**src/rtl/multdiv_pkg.sv**
```systemverilog
// Shared encodings for the multicycle multiply/divide sequencing controller.
package multdiv_pkg;

  typedef enum logic [2:0] {
    ST_IDLE  = 3'd0,
    ST_LOAD  = 3'd1,
    ST_RUN   = 3'd2,
    ST_WRITE = 3'd3,
    ST_DONE  = 3'd4
  } state_e;

  localparam logic OP_MULT = 1'b0;
  localparam logic OP_DIV  = 1'b1;

  localparam int ITER_MULT_DEF = 32;
  localparam int ITER_DIV_DEF  = 32;

endpackage

```
**src/rtl/iter_counter.sv**
```systemverilog
// Iteration index counter: sync clear, increment enable, terminal-count compare
// against a limit supplied at runtime.
module iter_counter #(
  parameter int CNT_W = 6
) (
  input  logic             clk,
  input  logic             clr,
  input  logic             clear_i,
  input  logic             inc_i,
  input  logic [CNT_W-1:0] limit_i,
  output logic [CNT_W-1:0] cnt_o,
  output logic             tc_o
);

  logic [CNT_W-1:0] cnt_q, cnt_d;

  assign tc_o = (cnt_q == limit_i);

  // Holding at terminal count keeps the counter from ever wrapping.
  always_comb begin
    cnt_d = cnt_q;
    if (clear_i) begin
      cnt_d = '0;
    end else if (inc_i && !tc_o) begin
      cnt_d = cnt_q + 1'b1;
    end
  end

  always_ff @(posedge clk) begin
    if (!clr) begin
      cnt_q <= '0;
    end else begin
      cnt_q <= cnt_d;
    end
  end

  assign cnt_o = cnt_q;

endmodule

```
**src/rtl/multdiv_seq_ctrl.sv**
```systemverilog
// Control sequencer for the multicycle multiply/divide unit: drives datapath
// enables, iteration index and pipeline stall; flags divide-by-zero.
//
// state | meaning
// IDLE  | waiting for start_mult / start_div
// LOAD  | latch operands, clear accumulator, check divisor
// RUN   | one accumulator step per cycle, step = iteration index
// WRITE | capture result register
// DONE  | result_rdy pulse (with exception), may chain directly into LOAD
module multdiv_seq_ctrl
  import multdiv_pkg::*;
#(
  parameter int ITER_MULT = ITER_MULT_DEF,
  parameter int ITER_DIV  = ITER_DIV_DEF,
  parameter int CNT_W     = 6
) (
  input  logic             clk,
  input  logic             clr,
  input  logic             start_mult,
  input  logic             start_div,
  input  logic             divisor_zero,
  input  logic             flush,
  output logic             op_reg_en,
  output logic             acc_init,
  output logic             acc_en,
  output logic             res_en,
  output logic [CNT_W-1:0] step,
  output logic             is_div,
  output logic             busy,
  output logic             result_rdy,
  output logic             exception
);

  localparam logic [CNT_W-1:0] LIM_MULT = CNT_W'(ITER_MULT - 1);
  localparam logic [CNT_W-1:0] LIM_DIV  = CNT_W'(ITER_DIV - 1);

  state_e           state_q, state_d;
  logic             is_div_q, is_div_d;
  logic             exc_q, exc_d;
  logic [CNT_W-1:0] cnt;
  logic             tc;
  logic             start_any;
  logic             op_sel;

  assign start_any = start_mult | start_div;
  // Multiply wins when both requests arrive together.
  assign op_sel    = (start_div & ~start_mult) ? OP_DIV : OP_MULT;

  iter_counter #(.CNT_W(CNT_W)) u_iter_counter (
    .clk     (clk),
    .clr     (clr),
    .clear_i ((state_q != ST_RUN) | flush),
    .inc_i   (state_q == ST_RUN),
    .limit_i (is_div_q ? LIM_DIV : LIM_MULT),
    .cnt_o   (cnt),
    .tc_o    (tc)
  );

  always_comb begin
    state_d  = state_q;
    is_div_d = is_div_q;
    exc_d    = exc_q;
    case (state_q)
      ST_IDLE: begin
        if (start_any && !flush) begin
          state_d  = ST_LOAD;
          is_div_d = op_sel;
        end
      end
      ST_LOAD: begin
        if (is_div_q && divisor_zero) begin
          state_d = ST_DONE;
          exc_d   = 1'b1;
        end else begin
          state_d = ST_RUN;
        end
      end
      ST_RUN: begin
        if (tc) state_d = ST_WRITE;
      end
      ST_WRITE: state_d = ST_DONE;
      ST_DONE: begin
        exc_d = 1'b0;
        if (start_any && !flush) begin
          state_d  = ST_LOAD;
          is_div_d = op_sel;
        end else begin
          state_d = ST_IDLE;
        end
      end
      default: state_d = ST_IDLE;
    endcase
    // Abort from any busy state; suppresses the downstream write and ready.
    if (flush && (state_q == ST_LOAD || state_q == ST_RUN || state_q == ST_WRITE)) begin
      state_d = ST_IDLE;
      exc_d   = 1'b0;
    end
  end

  always_ff @(posedge clk) begin
    if (!clr) begin
      state_q  <= ST_IDLE;
      is_div_q <= 1'b0;
      exc_q    <= 1'b0;
    end else begin
      state_q  <= state_d;
      is_div_q <= is_div_d;
      exc_q    <= exc_d;
    end
  end

  assign op_reg_en  = (state_q == ST_LOAD);
  assign acc_init   = (state_q == ST_LOAD);
  assign acc_en     = (state_q == ST_RUN);
  assign res_en     = (state_q == ST_WRITE);
  assign step       = (state_q == ST_RUN) ? cnt : '0;
  assign is_div     = is_div_q;
  assign busy       = (state_q == ST_LOAD) | (state_q == ST_RUN) | (state_q == ST_WRITE);
  assign result_rdy = (state_q == ST_DONE);
  assign exception  = (state_q == ST_DONE) & exc_q;

endmodule

```
**config.mk**
```make
export PLATFORM = sky130hd
export DESIGN_NAME = multdiv_seq_ctrl
export DESIGN_NICKNAME = d
export VERILOG_FILES = /design/src/rtl/multdiv_pkg.sv /design/src/rtl/iter_counter.sv /design/src/rtl/multdiv_seq_ctrl.sv
export SDC_FILE = /design/constraint.sdc
export NUM_CORES = 1
export LEC_CHECK = 0
export BUFFER_PORTS_ARGS = -buffer_cell sky130_fd_sc_hd__buf_2
export CAP_MARGIN = 25
export CORE_MARGIN = 3
export CORE_UTILIZATION = 42
export DETAILED_ROUTE_END_ITERATION = 6
export GPL_TIMING_DRIVEN = 0
export PLACE_DENSITY = 0.71
export SYNTH_ARGS = -nofsm -noshare
export SYNTH_HDL_FRONTEND = slang
export SYNTH_SLANG_ARGS = --single-unit
export TNS_END_PERCENT = 100
```
**constraint.sdc**
```tcl
create_clock -name clk -period 1.3 [get_ports clk]
set_input_delay 0 -clock clk [delete_from_list [all_inputs] [get_ports clk]]
set_output_delay 0 -clock clk [all_outputs]
set_load 0.01 [all_outputs]
```
==> results of run 1 <==
-- repair_timing --
| action | in CTS | in global routing |
|---|---|---|
| endpoints found under the hold margin | 1 | 0 |
| gates resized for setup | 12 | 29 |
| hold buffers | 2 | 0 |
| cloned | 0 | 1 |
| endpoints found under the setup margin | 17 | 18 |
| pin swaps | 3 | 9 |
| buffers inserted | 2 | 7 |
-- per-stage QoR --
step / instances / setup slack [ns] / total power [W] / setup TNS [ns] / hold slack (ns)
2_1_floorplan: 72 / -0.0859 / 0.000425 / -0.0859 / 0.0911
3_3_place_gp: 106 / -0.169 / 0.000457 / -0.900 / 0.193
3_5_place_dp: 106 / -0.176 / 0.000458 / -0.967 / 0.203
4_1_cts: 113 / -0.0794 / 0.000710 / -0.327 / 0.0598
5_1_grt: 121 / -0.168 / 0.000802 / -1.31 / 0.0520
6_report: 121 / -0.106 / 0.000758 / -0.610 / 0.0547
-- per-layer routing --
| layer | wire, µm | global-route usage [%] |
|---|---|---|
| met4 | 40 | 12.7 |
| met1 | 800 | 21.9 |
| met5 | 0 | 0 |
| met3 | 82 | 2.44 |
| met2 | 809 | 24.4 |
-- final cells by class --
| class | instances | share of cell area, % |
|---|---|---|
| Buffer | 3 | 3.34 |
| Multi-Input combinational cell | 54 | 44.4 |
| Sequential cell | 11 | 23.0 |
| Clock buffer | 4 | 2.60 |
| Tap cell | 15 | 1.86 |
| Timing Repair Buffer | 31 | 23.6 |
| Inverter | 3 | 1.11 |
-- worst max-delay path by stage --
stage | from | endpoint | slack (ns) | cells past startpoint
floorplan | u_iter_counter.cnt_o[0] | state_q[0] | -0.09 | 4
global placement | u_iter_counter.cnt_o[0] | state_q[0] | -0.17 | 4
detailed placement | u_iter_counter.cnt_o[0] | state_q[0] | -0.18 | 4
CTS | u_iter_counter.cnt_o[1] | state_q[0] | -0.08 | 4
global route | u_iter_counter.cnt_o[0] | state_q[0] | -0.17 | 4
finish | u_iter_counter.cnt_o[0] | state_q[0] | -0.11 | 4
-- state kept, by name, summed over array words and instances (netlist names) --
signal	cells
u_iter_counter.cnt_o	6
state_q	3
is_div	1
exc_q	1
-- worst max-delay path: stages, from the launching register on --
cell	delay (ns)
dfxtp_4	0.37
ha_4	0.17
nand4_4	0.13
or4_4	0.45
a211oi_2	0.19
-- power breakdown --
part           leakage [nW]  switching (W)  internal [W]
clock                0.0150       0.000122      0.000119
combinational         0.338      0.0000781     0.0000886
sequential           0.0925     0.00000769      0.000342
-- placed cells by master, fill, tap and decap left out, drive strengths merged, types with 2 or more instances in the layout --
cell	count
a211oi	3
o21ai	3
nor2	9
nand4	2
nor3	7
dfxtp	11
buf	32
a21oi	4
dlygate4sd3	2
clkbuf	4
and3	3
a31oi	2
inv	3
and2	7
-- cell families (layout without fill, tap and decap cells) --
kind of cell | after synthesis | count (layout)
flip-flops | 11 | 11
buffers and inverters | 7 | 41
multiplexers | 1 | 1
AO/OA/AOI/OAI | 15 | 15
adder cells (fa/ha/maj) | 1 | 1
AND/OR/NAND/NOR | 37 | 37
==> results by group, run 1 <==
Detailed routing
  – First-pass iteration count of the detailed router: 4
  – Routed WL per cell: 14.3 µm
  – Via/cell ratio: 5.55
  – Initial drt markers: 11
  – Remaining DRCs: 0
  – Post-Route WL: 1730 µm
  – DR vias: 671
  – Antenna viol nets, final: 0

Synth
  – Asr flop ratio synth: 0%
  – Yosys cell types: 31
  – Netlist Area Pre-Place: 607 µm²
  – Simple-Gate Fraction of Synth Area: 37.3%
  – Mapped Nets: 79
  – Post-Syn Instances: between 70 and 80
  – Post-synthesis mux area share: around 1.6%
  – Area share of the largest cell type after synthesis: 36.3%
  – Synth Warn #: 0
  – Area contributors post-synth: dfxtp_1 (36%), and2_1 (6.2%), nor3_1 (5.8%), nor2_1 (5.6%), a21oi_1 (3.3%)
  – Yosys top cell by area: dfxtp_1
  – Sequential fraction of the synthesis area: 36.3%
  – Synth Area in Adders: 2.06%
  – Register bit total from synthesis: 11
  – Avg Cell Area, Syn: 8.43 µm²
  – Post-Synth XOR/XNOR Area: 0%
  – Post-synth EDFFs: 0
  – Compound-gate portion of the synthesized area: approximately 17%
  – Top FF cell, synth: dfxtp_1
  – Largest family of logic cells by synthesized area: simple AND/OR/NAND/NOR gates
  – Top-count cell post-synth: dfxtp_1
  – Top cells by count, synth: dfxtp_1 (11), nor2_1 (9), nor3_1 (7), and2_1 (6), a21oi_1 (4)

Floorplan
  – IO Pins: 20
  – Row Count: 13
  – Die area: 1940 µm²
  – Initial Utilization: 45.5%
  – Die height: 44.0 µm
  – DIE WIDTH: 44.0 µm
  – Core region area: ~1300 µm²

Timing
  – Final slew viol count: 0
  – RSZ-0062 raised after global routing: yes
  – Worst Tran Pin Value: 0.313 ns
  – Worst relative slew slack: 79.1%
  – Final period utilization: 108%
  – Final setup fails: 12
  – Final WS setup: -0.106 ns
  – FMAX: roughly 700 MHz
  – Clock Skews: 0.00651 ns
  – Final hold violations: 0
  – Crit path time final: 1.41 ns

Place
  – Port bufs: 19
  – Placed cell area: just over 700 µm²
  – GPL Wtd Cong: 0.749
  – Post-detail-place hpwl: 942 µm

GRT
  – All-Layer GR Usage: between 10% and 20%
  – Initial antenna violation count: 0
  – First-pass GRT wire length: 2350 µm
  – Largest net degree at the start of global routing: 10
  – Grt ovf: 0
  – Vias in the first global route: between 500 and 600

CTS
  – TritonCTS Buffers: 3
  – CTS Sinks: 11
  – Clock tree root buffer cell: clkbuf_4
  – Clock-pin slew on the worst setup and hold paths: 0.07 ns
  – Clock insertion delay at the later pin of the skew report: between 0.2 and 0.3 ns
  – CTS H-Tree Depth: 1
  – CTS tree: yes
  – Clock Path Buffers: 2

Final layout
  – P&R area growth vs syn: 66.6%
  – # nets final: 114
  – Fraction of layout cells with a size suffix above 1: 61.3%
  – Register area: approximately 230 µm²
  – Fill cell count: 82
  – Diodes inserted: 0
  – Post-route cell area: 1010 µm²
  – Final core utilization: 75.8%
  – Area used by multi-input combinational logic: 449 µm²

Critical path
  – Worst EP arrival: 1.60 ns
  – Reg2reg start: u_iter_counter.cnt_o[0]
  – Setup crit end kind: flop
  – FF-to-FF End: state_q[0]
  – WP data required: approximately 1.5 ns
  – Critical path type: flop to flop
  – Reg-to-reg slack, setup: -0.11 ns
  – R2R depth: 4
  – Crit start category: flop
  – Crit-path max FO: 5

Power
  – Leakage: approximately 0.45 nW
  – Worst vdd ir: 527 µV
  – Pwr Density: between 700 and 800 nW/µm²

Min path
  – Worst hold path depth: 3
  – Hold path start: start_div
  – Hold crit path type: primary input to flop
  – Hold EP: is_div

Run status
  – Status: finished, violations left
  – Failing checks: setup timing

Run
  – Max Cap Violations: 0
Power figures use the tool's default switching activity.
==> run 2: changes to the inputs <==
--- a/config.mk
+++ b/config.mk
@@ -5,13 +5,14 @@
 export SDC_FILE = /design/constraint.sdc
 export NUM_CORES = 1
 export LEC_CHECK = 0
+export ABC_AREA = 1
 export BUFFER_PORTS_ARGS = -buffer_cell sky130_fd_sc_hd__buf_2
 export CAP_MARGIN = 25
 export CORE_MARGIN = 3
-export CORE_UTILIZATION = 42
+export CORE_UTILIZATION = 44
 export DETAILED_ROUTE_END_ITERATION = 6
 export GPL_TIMING_DRIVEN = 0
-export PLACE_DENSITY = 0.71
+export PLACE_DENSITY = 0.72
 export SYNTH_ARGS = -nofsm -noshare
 export SYNTH_HDL_FRONTEND = slang
 export SYNTH_SLANG_ARGS = --single-unit
==> run 2 against run 1 <==
The run now ends clean. Register-to-register slack gained 0.17 ns. Cell count increased by 22%. Clock power barely moved. Critical path depth is 3 higher. Area after synthesis up 12%. First-iteration DRC count grew 120%. Count of clock-buffer cells in the layout stayed put. Global-route usage unchanged. Via count is 5.7% higher.
==> results by group, run 2 <==
CTS
  – Clock Path Buffers: 2 (unchanged)
  – CTS H-Tree Depth: 1 (unchanged)
  – Clock-pin slew on the worst setup and hold paths: 0.07 ns (about the same)
  – Post CTS Setup Buffer Count: 0 (-2)
  – CTS tree: yes
  – TritonCTS Buffers: 3 (unchanged)
  – Clock insertion delay at the later pin of the skew report: 0.27 ns (about the same)
  – Clock tree root buffer cell: clkbuf_4
  – CTS Sinks: 11 (unchanged)

Final layout
  – # nets final: 141 (+24%)
  – Area used by multi-input combinational logic: 365 µm² (-19%)
  – Post-route cell area: 847 µm² (-16%)
  – Final core utilization: 62.0% (-14 points)
  – Diodes inserted: 0 (unchanged)
  – Fraction of layout cells with a size suffix above 1: 29.3% (-32 points)
  – P&R area growth vs syn: 24.9%
  – Fill cell count: 142 (+73%)
  – Leading cell type in the layout, fill and taps excluded: nand2_1
  – Most frequent cells in the layout: nand2_1 (25), inv_1 (21), nor2_1 (19), buf_2 (19), dfxtp_1 (7)
  – Register area: 230 µm² (-1.1%)
  – Max FFs per register: 6 (unchanged)

Critical path
  – FF-to-FF End: u_iter_counter.cnt_o[1]
  – Crit start category: flop
  – WP data required: 1.47 ns (-0.02 ns)
  – Setup crit end kind: flop
  – R2R depth: 7 (+3)
  – Reg-to-reg slack, setup: 0.07 ns (+0.17 ns)
  – Reg2reg start: u_iter_counter.cnt_o[0]
  – Worst EP arrival: 1.40 ns (-0.20 ns)
  – Crit-path max FO: 5 (unchanged)
  – Critical path type: flop to flop

Power
  – Pwr Density: 1240 nW/µm² (+65%)
  – Worst vdd ir: 636 µV (+21%)
  – Leakage: 0.406 nW (-8.9%)
  – Combinational share of power: 38.8% (+17 points)
  – Flop pwr share: 38.1% (-8.1 points)
  – Clock power frac: 23.1% (-8.7 points)
  – Sw frac: 38.2% (+11 points)
  – Net switching power: 0.000400 W (+92%)
  – Cell-internal power: 0.000647 W (+18%)
  – Total power: 0.00105 W (+38%)

Detailed routing
  – Post-Route WL: 1530 µm (-12%)
  – Initial drt markers: 24 (+13)
  – Routed WL per cell: 10.4 µm (-28%)
  – Via/cell ratio: 4.79 (-14%)
  – Antenna viol nets, final: 0 (unchanged)
  – DR vias: 709 (+5.7%)
  – Remaining DRCs: 0 (unchanged)
  – First-pass iteration count of the detailed router: 4 (unchanged)

Synth
  – Asr flop ratio synth: 0% (unchanged)
  – Area share of the largest cell type after synthesis: 32.5% (-3.8 points)
  – Top FF cell, synth: dfxtp_1
  – Register bit total from synthesis: 11 (unchanged)
  – Synth Warn #: 0 (unchanged)
  – Yosys top cell by area: dfxtp_1
  – Top-count cell post-synth: nand2_1
  – Avg Cell Area, Syn: 6.22 µm² (-26%)
  – Yosys cell types: 20 (-35%)
  – Netlist Area Pre-Place: 678 µm² (+12%)
  – Mapped Nets: 116 (+47%)
  – Post-synth EDFFs: 0 (unchanged)
  – Sequential fraction of the synthesis area: 32.5% (-3.8 points)
  – Area contributors post-synth: dfxtp_1 (32%), nand2_1 (14%), inv_1 (12%), nor2_1 (11%), nand3_1 (4.4%)
  – Top cells by count, synth: nand2_1 (25), inv_1 (21), nor2_1 (19), dfxtp_1 (11), nand3_1 (6)
  – Post-Syn Instances: 109 (+51%)

Timing
  – Final slew viol count: 0 (unchanged)
  – Final hold violations: 0 (unchanged)
  – FMAX: 810 MHz (+14%)
  – Worst Tran Pin Value: 0.347 ns (+0.0340 ns)
  – Final WS setup: 0.0651 ns (+0.171 ns)
  – Final setup fails: 0 (-12)
  – Worst relative slew slack: 76.6% (-2.5 points)
  – RSZ-0062 raised after global routing: yes
  – Clock Skews: 0.00322 ns (-0.00329 ns)
  – Crit path time final: 1.23 ns (-0.171 ns)
  – Final period utilization: 95.0% (-13 points)

GRT
  – Grt ovf: 0 (unchanged)
  – Initial antenna violation count: 0 (unchanged)
  – Vias in the first global route: 596 (+11%)
  – Largest net degree at the start of global routing: 11 (+1)
  – All-Layer GR Usage: 16.7% (unchanged)
  – First-pass GRT wire length: 2410 µm (+2.6%)

Floorplan
  – Die height: 45.3 µm (+2.8%)
  – Row Count: 13 (unchanged)
  – Core region area: 1370 µm² (+2.4%)
  – IO Pins: 20 (unchanged)
  – Die area: 2050 µm² (+5.8%)
  – Initial Utilization: 49.6% (+4.1 points)
  – DIE WIDTH: 45.3 µm (+2.8%)

Place
  – Post-detail-place hpwl: 1160 µm (+24%)
  – Port bufs: 19 (unchanged)
  – GPL Wtd Cong: 0.822 (+9.8%)
  – Placed cell area: 792 µm² (+9.5%)
  – Setup slack after placement: 0.0125 ns (+0.188 ns)

Run status
  – Status: completed

Min path
  – Hold EP: u_iter_counter.cnt_o[4]
  – Worst hold path depth: 4 (+1)
  – Hold crit path type: primary input to flop
  – Hold path start: flush

Run
  – Max Cap Violations: 0 (unchanged)
run 2: worst max path at each step:
stage	startpoint	to	slack (ns)	depth (start not counted)
final	u_iter_counter.cnt_o[0]	u_iter_counter.cnt_o[1]	0.07	7
after global routing	u_iter_counter.cnt_o[0]	u_iter_counter.cnt_o[0]	-0.03	7
after CTS	u_iter_counter.cnt_o[0]	u_iter_counter.cnt_o[0]	0.01	7
after detailed placement	u_iter_counter.cnt_o[0]	u_iter_counter.cnt_o[0]	0.01	7
after global placement	u_iter_counter.cnt_o[1]	u_iter_counter.cnt_o[0]	0.03	7
after floorplan	u_iter_counter.cnt_o[0]	u_iter_counter.cnt_o[1]	0.19	6
run 2: timing repair:
action | CTS | global route
cloned | 0 | 0
hold buffers | 0 | 1
setup endpoints to repair | 1 | 8
gates resized for setup | 1 | 7
hold endpoints to repair | 0 | 1
run 2: stage by stage:
step	TNS (ns)	hold slack, ns	cells
3_3_place_gp	0	0.279	143
4_1_cts	0	0.000206	147
3_5_place_dp	0	0.292	143
2_1_floorplan	0	0.138	109
6_report	0	0.00308	148
5_1_grt	-0.0616	0.0417	148
run 2: logic make-up (layout without fill, tap and decap cells):
kind of cell,Yosys count,after routing,synth area share [%]
adder cells (fa/ha/maj),1,1,1.84
buffers and inverters,24,48,14.9
AND/OR/NAND/NOR,60,60,39.7
AO/OA/AOI/OAI,13,13,11.1
flip-flops,11,11,32.5
run 2: area by class of cell:
cell class	instances	share of cell area, %
clock buffers	4	3.10
repair buffers	20	12.4
multi-input cells	74	43.1
inverters	22	9.75
well taps	15	2.22
plain buffers	2	2.22
flip-flops and latches	11	27.2
run 2: routing by layer:
layer  routed length (µm)  up-vias  global-route usage, %
met5                    0        -                      0
met4                   32        0                   8.77
met3                   70        4                   4.78
met2                  695       14                   25.1
met1                  734      311                   21.3
li1                     -      380                      -
run 2: worst max-delay path, stage by stage, from the launching register on:
cell and delay (ns):
dfxtp_4 0.36, ha_2 0.21, nand2_1 0.09, nor2_1 0.04, nand2_1 0.09, nand2_2 0.10, o21ai_0 0.19, nor2_1 0.05
run 2: power groups by stage:
stage,Sequential (W),Combinational [W],Clock (W)
3_3_place_gp,0.000403,0.000392,0
3_5_place_dp,0.000404,0.000399,0
6_report,0.000399,0.000407,0.000242
2_1_floorplan,0.000401,0.000290,0
5_1_grt,0.000405,0.000455,0.000266
4_1_cts,0.000396,0.000400,0.000251
==> run 3: changes to the inputs <==
--- a/config.mk
+++ b/config.mk
@@ -13,6 +13,8 @@
 export DETAILED_ROUTE_END_ITERATION = 6
 export GPL_TIMING_DRIVEN = 0
 export PLACE_DENSITY = 0.72
+export SETUP_SLACK_MARGIN = 0.2
+export SLEW_MARGIN = 20
 export SYNTH_ARGS = -nofsm -noshare
 export SYNTH_HDL_FRONTEND = slang
 export SYNTH_SLANG_ARGS = --single-unit
==> run 3 against run 2 <==
Sequential share of layout area down 4.2 points. Highest routed layer unchanged. Fmax is 1.8% higher. Largest power group unchanged. Register-to-register slack better by 0.05 ns. Cell count rose by 6.8%. Combinational power rose by 53%. Critical path depth fell by 2.
==> results by group, run 3 (synthesis results as in run 2) <==
Critical path
  – Reg-to-reg slack, setup: 0.12 ns (+0.05 ns)
  – R2R depth: 5 (-2)
  – Worst EP arrival: 1.21 ns (-0.19 ns)
  – Critical path type: flop to primary output
  – Crit start category: flop
  – Setup crit end kind: primary output
  – FF-to-FF End: u_iter_counter.cnt_o[0]
  – WP data required: 1.30 ns (-0.17 ns)
  – Worst Setup SP: state_q[2]
  – Reg2reg start: state_q[2]
  – Critical Path End: step[4]
  – Crit-path max FO: 5 (unchanged)

Min path
  – Hold path start: flush
  – Hold crit path type: primary input to flop

Final layout
  – Finished Layout Cells: 158 (+6.8%)
  – Most frequent cells in the layout: nand2_1 (21), inv_1 (18), buf_2 (17)
  – # nets final: 151 (+7.1%)
  – Fill cell count: 101 (-29%)
  – Area used by multi-input combinational logic: 452 µm² (+24%)
  – Fraction of layout cells with a size suffix above 1: 49.7% (+20 points)
  – Diodes inserted: 0 (unchanged)
  – Max FFs per register: 6 (unchanged)
  – Final core utilization: 76.0% (+14 points)
  – Register area: 239 µm² (+3.8%)
  – Leading cell type in the layout, fill and taps excluded: nand2_1
  – P&R area growth vs syn: 53.1%

Timing
  – RSZ-0062 raised after global routing: yes
  – Final period utilization: 93.3% (-1.7 points)
  – Final hold violations: 0 (unchanged)
  – Clock Skews: 0.00235 ns (-0.000865 ns)
  – Worst relative slew slack: 76.1% (-0.50 points)
  – Worst Tran Pin Value: 0.354 ns (+0.00741 ns)
  – Final slew viol count: 0 (unchanged)
  – Final WS setup: 0.0869 ns (+0.0218 ns)
  – Setup TNS: 0 ns (unchanged)
  – FMAX: 824 MHz (+1.8%)
  – Hold WS: 0.0112 ns (+0.00811 ns)
  – Crit path time final: 1.21 ns (-0.0218 ns)
  – Final setup fails: 0 (unchanged)

GRT
  – All-Layer GR Usage: 21.3% (+4.7 points)
  – Vias in the first global route: 702 (+18%)
  – Grt ovf: 0 (unchanged)
  – Initial antenna violation count: 0 (unchanged)
  – Largest net degree at the start of global routing: 8 (-3)
  – First-pass GRT wire length: 3160 µm (+31%)

Power
  – Combinational share of power: 48.4% (+9.6 points)
  – Leakage: 0.468 nW (+15%)
  – Worst vdd ir: 1040 µV (+63%)
  – Net switching power: 0.000517 W (+29%)
  – Sw frac: 40.2% (+1.9 points)
  – Cell-internal power: 0.000769 W (+19%)
  – Pwr Density: 1240 nW/µm² (+0.21%)
  – Flop pwr share: 33.2% (-4.9 points)
  – Clock power frac: 18.4% (-4.7 points)

CTS
  – TritonCTS Buffers: 3 (unchanged)
  – Clock-pin slew on the worst setup and hold paths: 0.07 ns (about the same)
  – Clock Path Buffers: 2 (unchanged)
  – CTS H-Tree Depth: 1 (unchanged)
  – Clock tree root buffer cell: clkbuf_4
  – Clock insertion delay at the later pin of the skew report: 0.27 ns (about the same)
  – CTS Sinks: 11 (unchanged)
  – CTS tree: yes

Floorplan
  – IO Pins: 20 (unchanged)
  – Die area: 2050 µm² (unchanged)
  – Initial Utilization: 49.6% (unchanged)
  – Die height: 45.3 µm (unchanged)
  – DIE WIDTH: 45.3 µm (unchanged)
  – Row Count: 13 (unchanged)
  – Core region area: 1370 µm² (unchanged)

Detailed routing
  – Routed WL per cell: 13.7 µm (+33%)
  – Remaining DRCs: 0 (unchanged)
  – First-pass iteration count of the detailed router: 4 (unchanged)
  – Via/cell ratio: 5.22 (+9.0%)
  – Post-Route WL: 2170 µm (+42%)
  – DR vias: 825 (+16%)
  – Antenna viol nets, final: 0 (unchanged)
  – Initial drt markers: 36 (+50%)

Place
  – Setup slack after placement: 0.105 ns (+0.0924 ns)
  – Post-detail-place hpwl: 1140 µm (-2.2%)
  – GPL Wtd Cong: 0.812 (-1.2%)
  – Port bufs: 19 (unchanged)
  – Placed insts: 143 (unchanged)

Run status
  – Status: completed

Run
  – Max Cap Violations: 0 (unchanged)
## run 3: cell count changes in the layout (fill, tap and decap cells not counted), sizes merged
cell | previous run | this run
buf | 21 | 31
## run 3: repair_timing
| action | in CTS | in global routing |
|---|---|---|
| setup buffers | 8 | 1 |
| resized for setup | 18 | 25 |
| cloned | 1 | 0 |
| setup endpoints to repair | 19 | 21 |
| hold buffers | 1 | 0 |
| endpoints found under the hold margin | 1 | 0 |
| pin swaps | 9 | 7 |
## run 3: power by group through the flow
stage	logic, W	registers (W)	clock network, W
floorplan	0.000290	0.000401	0
global placement	0.000389	0.000404	0
detailed placement	0.000398	0.000403	0
CTS	0.000536	0.000417	0.000238
global route	0.000671	0.000428	0.000262
finish	0.000623	0.000427	0.000237
## run 3: worst max-delay path, stage by stage, from the launching register on
cell and delay [ns]:
dfxtp_4 0.37, nor2_4 0.14, nand2_4 0.09, buf_6 0.14, nor2_1 0.07, buf_2 0.13
## run 3: routing by layer
metal / GRT usage (%) / share of wire, % / up-vias
met5: 0 / 0 / -
met4: 3.51 / 2.0 / 0
met3: 7.17 / 6.5 / 6
met2: 33.6 / 50 / 37
met1: 28.6 / 42 / 377
li1: - / - / 405
## run 3: metrics by stage
stage / cell area (µm²) / power (W)
floorplan: 686 / 0.000691
detailed placement: 800 / 0.000801
CTS: 955 / 0.00119
finish: 1040 / 0.00129
global placement: 800 / 0.000793
global route: 1040 / 0.00136
## run 3: layout make-up
cell class | count | area share, %
well taps | 15 | 1.81
inverters | 22 | 8.43
multi-input cells | 74 | 43.5
clock buffers | 4 | 2.53
plain buffers | 2 | 1.81
repair buffers | 30 | 18.9
flip-flops and latches | 11 | 23.0
## run 3: how the worst min path moves through the flow
| stage | endpoint | cells after the start |
|---|---|---|
| after detailed placement | state_q[2] | 3 |
| after CTS | u_iter_counter.cnt_o[4] | 4 |
| after floorplan | state_q[2] | 2 |
| final | u_iter_counter.cnt_o[4] | 4 |
| after global placement | state_q[2] | 3 |
| after global routing | u_iter_counter.cnt_o[4] | 4 |
